--- config.mk ---
export PLATFORM = sky130hd
export DESIGN_NAME = rst_seq_ctrl
export DESIGN_NICKNAME = d
export VERILOG_FILES = /design/src/rtl/rst_seq_pkg.sv /design/src/rtl/rst_seq_cnt.sv /design/src/rtl/rst_seq_ctrl.sv
export SDC_FILE = /design/constraint.sdc
export NUM_CORES = 1
export LEC_CHECK = 0
export BUFFER_PORTS_ARGS = -buffer_cell sky130_fd_sc_hd__buf_2
export CAP_MARGIN = 25
export CELL_PAD_IN_SITES_DETAIL_PLACEMENT = 0
export CELL_PAD_IN_SITES_GLOBAL_PLACEMENT = 1
export CORE_MARGIN = 8
export CORE_UTILIZATION = 38
export DETAILED_ROUTE_END_ITERATION = 16
export PLACE_DENSITY = 0.71
export SLEW_MARGIN = 20
export SYNTH_ARGS = -nofsm -noshare
export SYNTH_HDL_FRONTEND = slang
export SYNTH_SLANG_ARGS = --single-unit
--- constraint.sdc ---
create_clock -name clk -period 1.86 [get_ports clk]
set_clock_uncertainty 0.1 [all_clocks]
set_input_delay 0.186 -clock clk [delete_from_list [all_inputs] [get_ports clk]]
set_output_delay 0.186 -clock clk [all_outputs]
set_load 0.005 [all_outputs]
--- src/rtl/rst_seq_pkg.sv ---
// Shared types, defaults and constant helpers for the reset sequencer.
package rst_seq_pkg;

  typedef enum logic [1:0] {
    ST_HOLD = 2'd0,
    ST_WAIT = 2'd1,
    ST_GAP  = 2'd2,
    ST_RUN  = 2'd3
  } seq_state_e;

  localparam int DEF_NUM_DOM  = 4;
  localparam int DEF_HOLD_CYC = 8;
  localparam int DEF_GAP_CYC  = 4;
  localparam int DEF_TMO_CYC  = 64;

  // Ceiling log2, never below 1 so single-value fields still get a bit.
  function automatic int clog2(input int v);
    int r = 0;
    while ((1 << r) < v) r++;
    return (r < 1) ? 1 : r;
  endfunction

  function automatic int max3(input int a, input int b, input int c);
    int m = a;
    if (b > m) m = b;
    if (c > m) m = c;
    return m;
  endfunction

endpackage

--- src/rtl/rst_seq_cnt.sv ---
// Shared cycle counter: synchronous clear, enable, terminal-count compare.
module rst_seq_cnt
  import rst_seq_pkg::*;
#(
  parameter int W = clog2(DEF_TMO_CYC)
) (
  input  logic         clk,
  input  logic         rst_n,
  input  logic         clr,
  input  logic         en,
  input  logic [W-1:0] tc_val,
  output logic [W-1:0] cnt,
  output logic         at_tc
);

  assign at_tc = (cnt == tc_val);

  always_ff @(posedge clk or negedge rst_n) begin
    if (!rst_n)   cnt <= '0;
    else if (clr) cnt <= '0;
    else if (en)  cnt <= cnt + 1'b1;
  end

endmodule

--- src/rtl/rst_seq_ctrl.sv ---
// Reset sequencer: holds all domains, then releases them one at a time,
// waiting for each ready (with timeout) and spacing releases by a gap.
module rst_seq_ctrl
  import rst_seq_pkg::*;
#(
  parameter int NUM_DOM  = DEF_NUM_DOM,
  parameter int HOLD_CYC = DEF_HOLD_CYC,
  parameter int GAP_CYC  = DEF_GAP_CYC,
  parameter int TMO_CYC  = DEF_TMO_CYC,
  localparam int IW      = clog2(NUM_DOM)
) (
  input  logic               clk,
  input  logic               rst_n,
  input  logic               sw_rst_req,
  input  logic [NUM_DOM-1:0] dom_rdy,
  output logic [NUM_DOM-1:0] dom_rst,
  output logic               seq_done,
  output logic               seq_err,
  output logic [IW-1:0]      err_dom
);

  localparam int CW = clog2(max3(HOLD_CYC, GAP_CYC, TMO_CYC));
  localparam logic [NUM_DOM-1:0] DOM_ONE = NUM_DOM'(1);

  seq_state_e    state;
  logic [IW-1:0] idx;
  logic [CW-1:0] cnt;
  logic [CW-1:0] tc_val;
  logic          at_tc;
  logic          cnt_clr;
  logic          cnt_en;
  logic          rdy_cur;
  logic          last_dom;

  assign rdy_cur  = dom_rdy[idx];
  assign last_dom = (idx == IW'(NUM_DOM - 1));

  // Each state picks its own terminal count and clears the counter on exit.
  always_comb begin
    tc_val  = '0;
    cnt_clr = 1'b0;
    cnt_en  = 1'b0;
    case (state)
      ST_HOLD: begin
        tc_val  = CW'(HOLD_CYC - 1);
        cnt_clr = sw_rst_req | at_tc;
        cnt_en  = 1'b1;
      end
      ST_WAIT: begin
        tc_val  = CW'(TMO_CYC - 1);
        cnt_clr = sw_rst_req | rdy_cur | at_tc;
        cnt_en  = 1'b1;
      end
      ST_GAP: begin
        tc_val  = CW'(GAP_CYC - 1);
        cnt_clr = sw_rst_req | at_tc;
        cnt_en  = 1'b1;
      end
      default: cnt_clr = 1'b1;
    endcase
  end

  rst_seq_cnt #(.W(CW)) u_cnt (
    .clk    (clk),
    .rst_n  (rst_n),
    .clr    (cnt_clr),
    .en     (cnt_en),
    .tc_val (tc_val),
    .cnt    (cnt),
    .at_tc  (at_tc)
  );

  always_ff @(posedge clk or negedge rst_n) begin
    if (!rst_n) begin
      state    <= ST_HOLD;
      idx      <= '0;
      dom_rst  <= '0;
      seq_done <= 1'b0;
      seq_err  <= 1'b0;
      err_dom  <= '0;
    end else if (sw_rst_req && state != ST_HOLD) begin
      state    <= ST_HOLD;
      idx      <= '0;
      dom_rst  <= '0;
      seq_done <= 1'b0;
      seq_err  <= 1'b0;
      err_dom  <= '0;
    end else begin
      case (state)
        ST_HOLD: begin
          if (!sw_rst_req && at_tc) begin
            state   <= ST_WAIT;
            dom_rst <= DOM_ONE;
          end
        end
        ST_WAIT: begin
          if (rdy_cur || at_tc) begin
            if (!rdy_cur) begin
              seq_err <= 1'b1;
              if (!seq_err) err_dom <= idx;
            end
            if (last_dom) begin
              state    <= ST_RUN;
              seq_done <= 1'b1;
            end else begin
              state <= ST_GAP;
            end
          end
        end
        ST_GAP: begin
          if (at_tc) begin
            idx     <= idx + 1'b1;
            dom_rst <= dom_rst | (DOM_ONE << (idx + 1'b1));
            state   <= ST_WAIT;
          end
        end
        default: ;
      endcase
    end
  end

endmodule

-- Word-level counts from Yosys, hierarchy flattened
Index checks and enable logic that the tools add are counted.
Widths: inputs -> output; s select.
- register bits: 18
- bits of input ports: 7
- output and inout bits: 8
- logic and storage cells: 79
- add/subtract/negate cells: 2
- $lt $le $gt $ge: 1
- equality and inequality tests: 9
- shifts and indexed selects: 1
- multiplexer cells: 33
- bitwise gates (word level): 4
- reductions and logical operators: 22
- operators by type and width (operator ; number):
    $mux 2 ; 12
    $pmux 6 s3 ; 1
    $reduce_bool 2->1 ; 7
    $mux 4 ; 3
    $mux 6 ; 2
    $mux 1 ; 11
    $ne 3x3->1 const B ; 3
    $reduce_and 3->1 ; 3
    $pmux 4 s2 ; 1
    $reduce_and 4->1 ; 2
    $add 6x1->6 const B ; 1
    $eq 6x6->1 ; 1
    $pmux 2 s3 ; 1
    $eq 2x2->1 const B ; 2
    $ne 2x1->1 const B ; 2
    $or 4x4->4 ; 1
    $reduce_bool 4->1 ; 1
    $shl 1x2->4 const A ; 1
    $lt 2x3->1 const B ; 1
    $or 1x1->1 ; 3
    $reduce_bool 3->1 ; 1
    $reduce_or 3->1 ; 1
    $add 2x1->2 const B ; 1
    $bmux 1 s2 ; 1
    other kinds (8) ; 9

-- Longest topological paths before layout
- depth after elaboration: 7
- gate-level depth with buffers: 7
- mapped depth without buffers: 5

-- Hierarchy
A second synthesis with hierarchy kept.
- cell total of the unflattened synthesis: 108
- area, all modules: 1072.3 um2
- by module, submodules not included (module ; instances ; cells an instance ; area an instance (um2) ; seq. area each (um2)):
    rst_seq_ctrl ; 1 ; 76 ; 739.5 ; 300.3
    rst_seq_cnt ; 1 ; 32 ; 332.8 ; 150.1

-- Worst setup path after synthesis
Ideal clock, no wire load.
- path type: register to register
- start point: reg state[0]
- end point: reg seq_done
- library setup time: 122 ps
- data arrival time: 1631 ps
- required time: 1638 ps
- slack: 8 ps
- stages on the path, launching flop included: 6
- path buffers: 0
- period minus slack after synthesis: 1852 ps
- cells stage by stage: dfrtp_1 -> nor2b_1 -> mux2i_1 -> a21oi_2 -> or2_2 -> a32o_1
- word-level cells in the longest chain between the ends: 6
- elaborated cells between the ends (all ways): 13
- classes of those cells: eq/ne (3); mux (2); reduce/logical (8)
- ends and longest elaborated chain (item ; RTL line ; text):
    from (decl) ; rst_seq_ctrl.sv:25 ; seq_state_e state;
    from (signal assigned) ; rst_seq_ctrl.sv:75 ; state <= ST_HOLD;
    from (signal assigned) ; rst_seq_ctrl.sv:82 ; state <= ST_HOLD;
    from (signal assigned) ; rst_seq_ctrl.sv:92 ; state <= ST_WAIT;
    $eq 2x2->1, or another cell as far along ; rst_seq_ctrl.sv:43 ; case (state)
    $pmux 6 s3 ; rst_seq_ctrl.sv:43 ;
    $eq 6x6->1 ; rst_seq_cnt.sv:16 ; assign at_tc = (cnt == tc_val);
    $logic_or 1x1->1 ; rst_seq_ctrl.sv:97 ; if (rdy_cur || at_tc) begin
    $reduce_bool 2->1 (no source line) ; - ;
    $reduce_and 3->1 (no source line) ; - ;
    to (signal assigned) ; rst_seq_ctrl.sv:78 ; seq_done <= 1'b0;
    to (signal assigned) ; rst_seq_ctrl.sv:85 ; seq_done <= 1'b0;
    to (signal assigned) ; rst_seq_ctrl.sv:104 ; seq_done <= 1'b1;
    to (decl) ; rst_seq_ctrl.sv:17 ; output logic seq_done,
Parallel ways exist; a longest one is shown, timed or not.
A chain may end at the register's enable or synchronous reset.

-- Final worst setup path
- start point: reg state[0]
- end point: reg err_dom[1]
- word-level cells in the longest chain between the ends: 6
- elaborated cells between the ends (all ways): 14
- classes of those cells: eq/ne (5); mux (2); reduce/logical (7)
- ends and longest elaborated chain (item ; RTL line ; text):
    $eq 2x2->1, or another cell as far along ; rst_seq_ctrl.sv:43 ;
    $pmux 6 s3 ; rst_seq_ctrl.sv:43 ;
    $eq 6x6->1 ; rst_seq_cnt.sv:16 ;
    $logic_or 1x1->1 ; rst_seq_ctrl.sv:97 ;
    $reduce_bool 2->1 (no source line) ; - ;
    $reduce_and 4->1 (no source line) ; - ;
    to (signal assigned) ; rst_seq_ctrl.sv:100 ; if (!seq_err) err_dom <= idx;
    to (decl) ; rst_seq_ctrl.sv:19 ; output logic [IW-1:0] err_dom
Parallel ways exist; a longest one is shown, timed or not.

==> impl_metrics.yaml <==
clocking:
  cts.clk_slew.worst_paths_ns: 0.11
  cts_tree: "yes"
  cts_buffer_depth: 2
  htree_levels: 1
  cts_buffers: 3
  cts_root_buffer: "clkbuf_4"
  clock-sinks: 18
  clk_latency_ns: 0.30
setup_path:
  cp-end-kind: "flop"
  critPathKind: "reg2reg"
  slowest_stage: "dfrtp_1"
  cp-start-kind: "flop"
  crit_arrival_ns: 1.92
  cp_max_fo: 4
  crit_chain: "buf_6, nor3b_4, o21ai_4, a21oi_4, buf_6, and4b_1, a32o_1"
  worst-path-buf-inv: 2
  cpPeakStageDelay_ns: 0.42
  cp_common_cell: "buf_6"
  cpLargestDelayFamily: "compound AO/OA/AOI/OAI gates"
  required_ns: 1.96
global_routing:
  grt_util_all_layers_pct: 11.6
  antenna_found_initial: 0
  grt_pass1_vias: 885
  grt_max_degree: 19
  grt_pass1_wl_um: 4110
  overflow: 0
die:
  die_w_um: 68.2
  row_count: 19
  die_area_sq_um: 4650
  fp.dieH_um: 68.2
  start_util_pct: 38.9
  coreArea_sq_um: 2660
  io_pins: 15
status:
  status: "complete, no violations"
worst_hold_path:
  worstHoldPathType: "in2reg"
detailed_routing:
  drc_errors: 0
  drtIter0Drc: 38
  wire_per_inst_um: 15.0
  firstDrtPassIters: 4
  wl_um: 2510
  routed_via_density: 5.35
  ant_nets: 0
  dr_total_vias: 893
sta:
  period_share_pct: 98.2
  hold_viol_final: 0
  setup_viol_count_final: 0
  slew_viol_final: 0
  fmax_mhz: 548
  final.setup.worst_slack_ns: 0.0340
  rsz0062_at_grt: "true"
  timing.slew.headroom_pct: 67.8
  layout_min_cycle_time_ns: 1.83
  tightest_slew_ns: 0.478
logic_synthesis:
  ys_types: 37
  synth_seq_area_share_pct: 43.5
  synth.avg_cell_area_sq_um: 10.1
  yosysWarnings: 0
  syn_area_sq_um: 1040
  async_flop_share_pct: 100
  synth-edff-count: 0
  synth_seq_cells: 18
  synth.most_common_cell: "dfrtp_1"
  yosys-top-cells-count: "18 x dfrtp_1, 11 x nor2_1, 6 x nor3_1"
  syn_inst: 103
  yosysTopAreaCellShare_pct: 43.5
  synth_fp_nets: 115
  ys.flop_type: "dfrtp_1"
  synthTopCellsByArea: "dfrtp_1 43%, ha_1 6.0%, nor2_1 4.0%"
  synth_top_cell_by_area: "dfrtp_1"
placement:
  post-place-ws_ns: 0.00126
  hpwlAfterDp_um: 1750
  gp_congestion: 0.860
  io_buffers: 14
  dp.cells: 156
  placed_area_sq_um: 1210
finish:
  fin_cells: 167
  final.fill_count: 261
  drive_gt1_share_pct: 41.9
  postLayoutCellArea_sq_um: 1380
  multi_input_area_sq_um: 618
  area_growth_pct: 33.2
  n_antenna_cell: 0
  regArea_sq_um: 453
  finalNetCount: 149
job:
  max_cap_violations: 0
power_and_ir_drop:
  leakage_nw: 0.641
  peakVddDrop_mv: 0.351
  p_total_w: 0.000764
  powerDensity_nw_per_um2: 554
## cell usage in the layout (no fill, tap or decap), types with 2 or more instances in the layout
master / Yosys / final
dfrtp_1: 18 / 16
nand3_1: 5 / 5
a32o_1: 3 / 3
buf_4: 0 / 15
nor3_1: 6 / 6
dfrtp_2: 0 / 2
ha_1: 5 / 5
buf_2: 1 / 14
a211oi_4: 1 / 2
buf_6: 1 / 2
or2_4: 0 / 2
o31ai_1: 2 / 2
a21oi_1: 4 / 4
xor2_1: 2 / 2
inv_1: 5 / 5
nor2b_2: 0 / 2
o21ai_0: 2 / 2
clkbuf_4: 0 / 3
nand2_1: 5 / 5
xnor2_1: 2 / 2
nor2_2: 0 / 3
nor2_1: 11 / 8
or3b_4: 0 / 3
o211ai_1: 3 / 3
## report_power, final
group | internal (W) | switching (W) | leakage [nW]
Clock | 0.000119 | 0.000133 | 0.0210
Combinational | 0.0000436 | 0.0000479 | 0.385
Sequential | 0.000407 | 0.0000135 | 0.235
Total | 0.000570 | 0.000194 | 0.641
## final timing paths
path	startpoint	end	slack, ns	cells past startpoint
max in group asynchronous	rst_n	u_cnt.cnt[1]	1.10	2
setup / recovery	state[0]	err_dom[1]	0.03	7
hold reg to reg	seq_done	seq_done	0.41	1
hold / removal	sw_rst_req	state[0]	0.14	2
min in group asynchronous	rst_n	u_cnt.cnt[2]	0.24	2
setup reg to reg	state[0]	err_dom[1]	0.03	7
## final cells by class
| class | instances | share of cell area (%) |
|---|---|---|
| well taps | 31 | 2.81 |
| clock buffers | 4 | 2.63 |
| multi-input cells | 77 | 44.8 |
| inverters | 5 | 1.36 |
| flip-flops and latches | 18 | 32.8 |
| repair buffers | 32 | 15.6 |
## logic make-up (layout without fill, tap and decap cells)
logic type,count (synthesis),after routing,synth area share [%]
XOR/XNOR,4,4,3.38
flip-flops,18,18,43.5
multiplexers,2,2,3.14
adder cells (fa/ha/maj),5,5,6.04
AO/OA/AOI/OAI,24,25,18.5
buffers and inverters,9,41,4.11
AND/OR/NAND/NOR,41,41,21.4
## per-layer routing
metal / wire length, um / vias to the layer above / GRT usage, %
met5: 0 / - / 0
met4: 33 / 0 / 4.86
met3: 64 / 4 / 2.13
met2: 1260 / 10 / 19.0
met1: 1150 / 440 / 14.6
li1: - / 439 / -
## registers in the layout, indices dropped and copies added (netlist names)
signal and flops:
idx 2, seq_done 1, seq_err 1, err_dom 2, u_cnt.cnt 6, state 2
dom_rst 4
## through the flow
stage,hold WS (ns),TNS (ns),utilization (%)
3_5_place_dp,0.0460,0,45.5
6_report,0.144,0,51.8
5_1_grt,0.147,-0.155,51.8
4_1_cts,0.124,0,47.3
3_3_place_gp,0.0473,0,45.5
2_1_floorplan,-0.210,0,-
## what timing repair did
item | CTS | global route
hold buffers | 1 | 0
setup buffers | 0 | 5
gates resized for setup | 1 | 19
hold endpoints to repair | 18 | 0
pin swaps | 1 | 8
setup endpoints to repair | 2 | 17
gates cloned | 0 | 1
No activity file was read; power rests on OpenSTA's default activity.
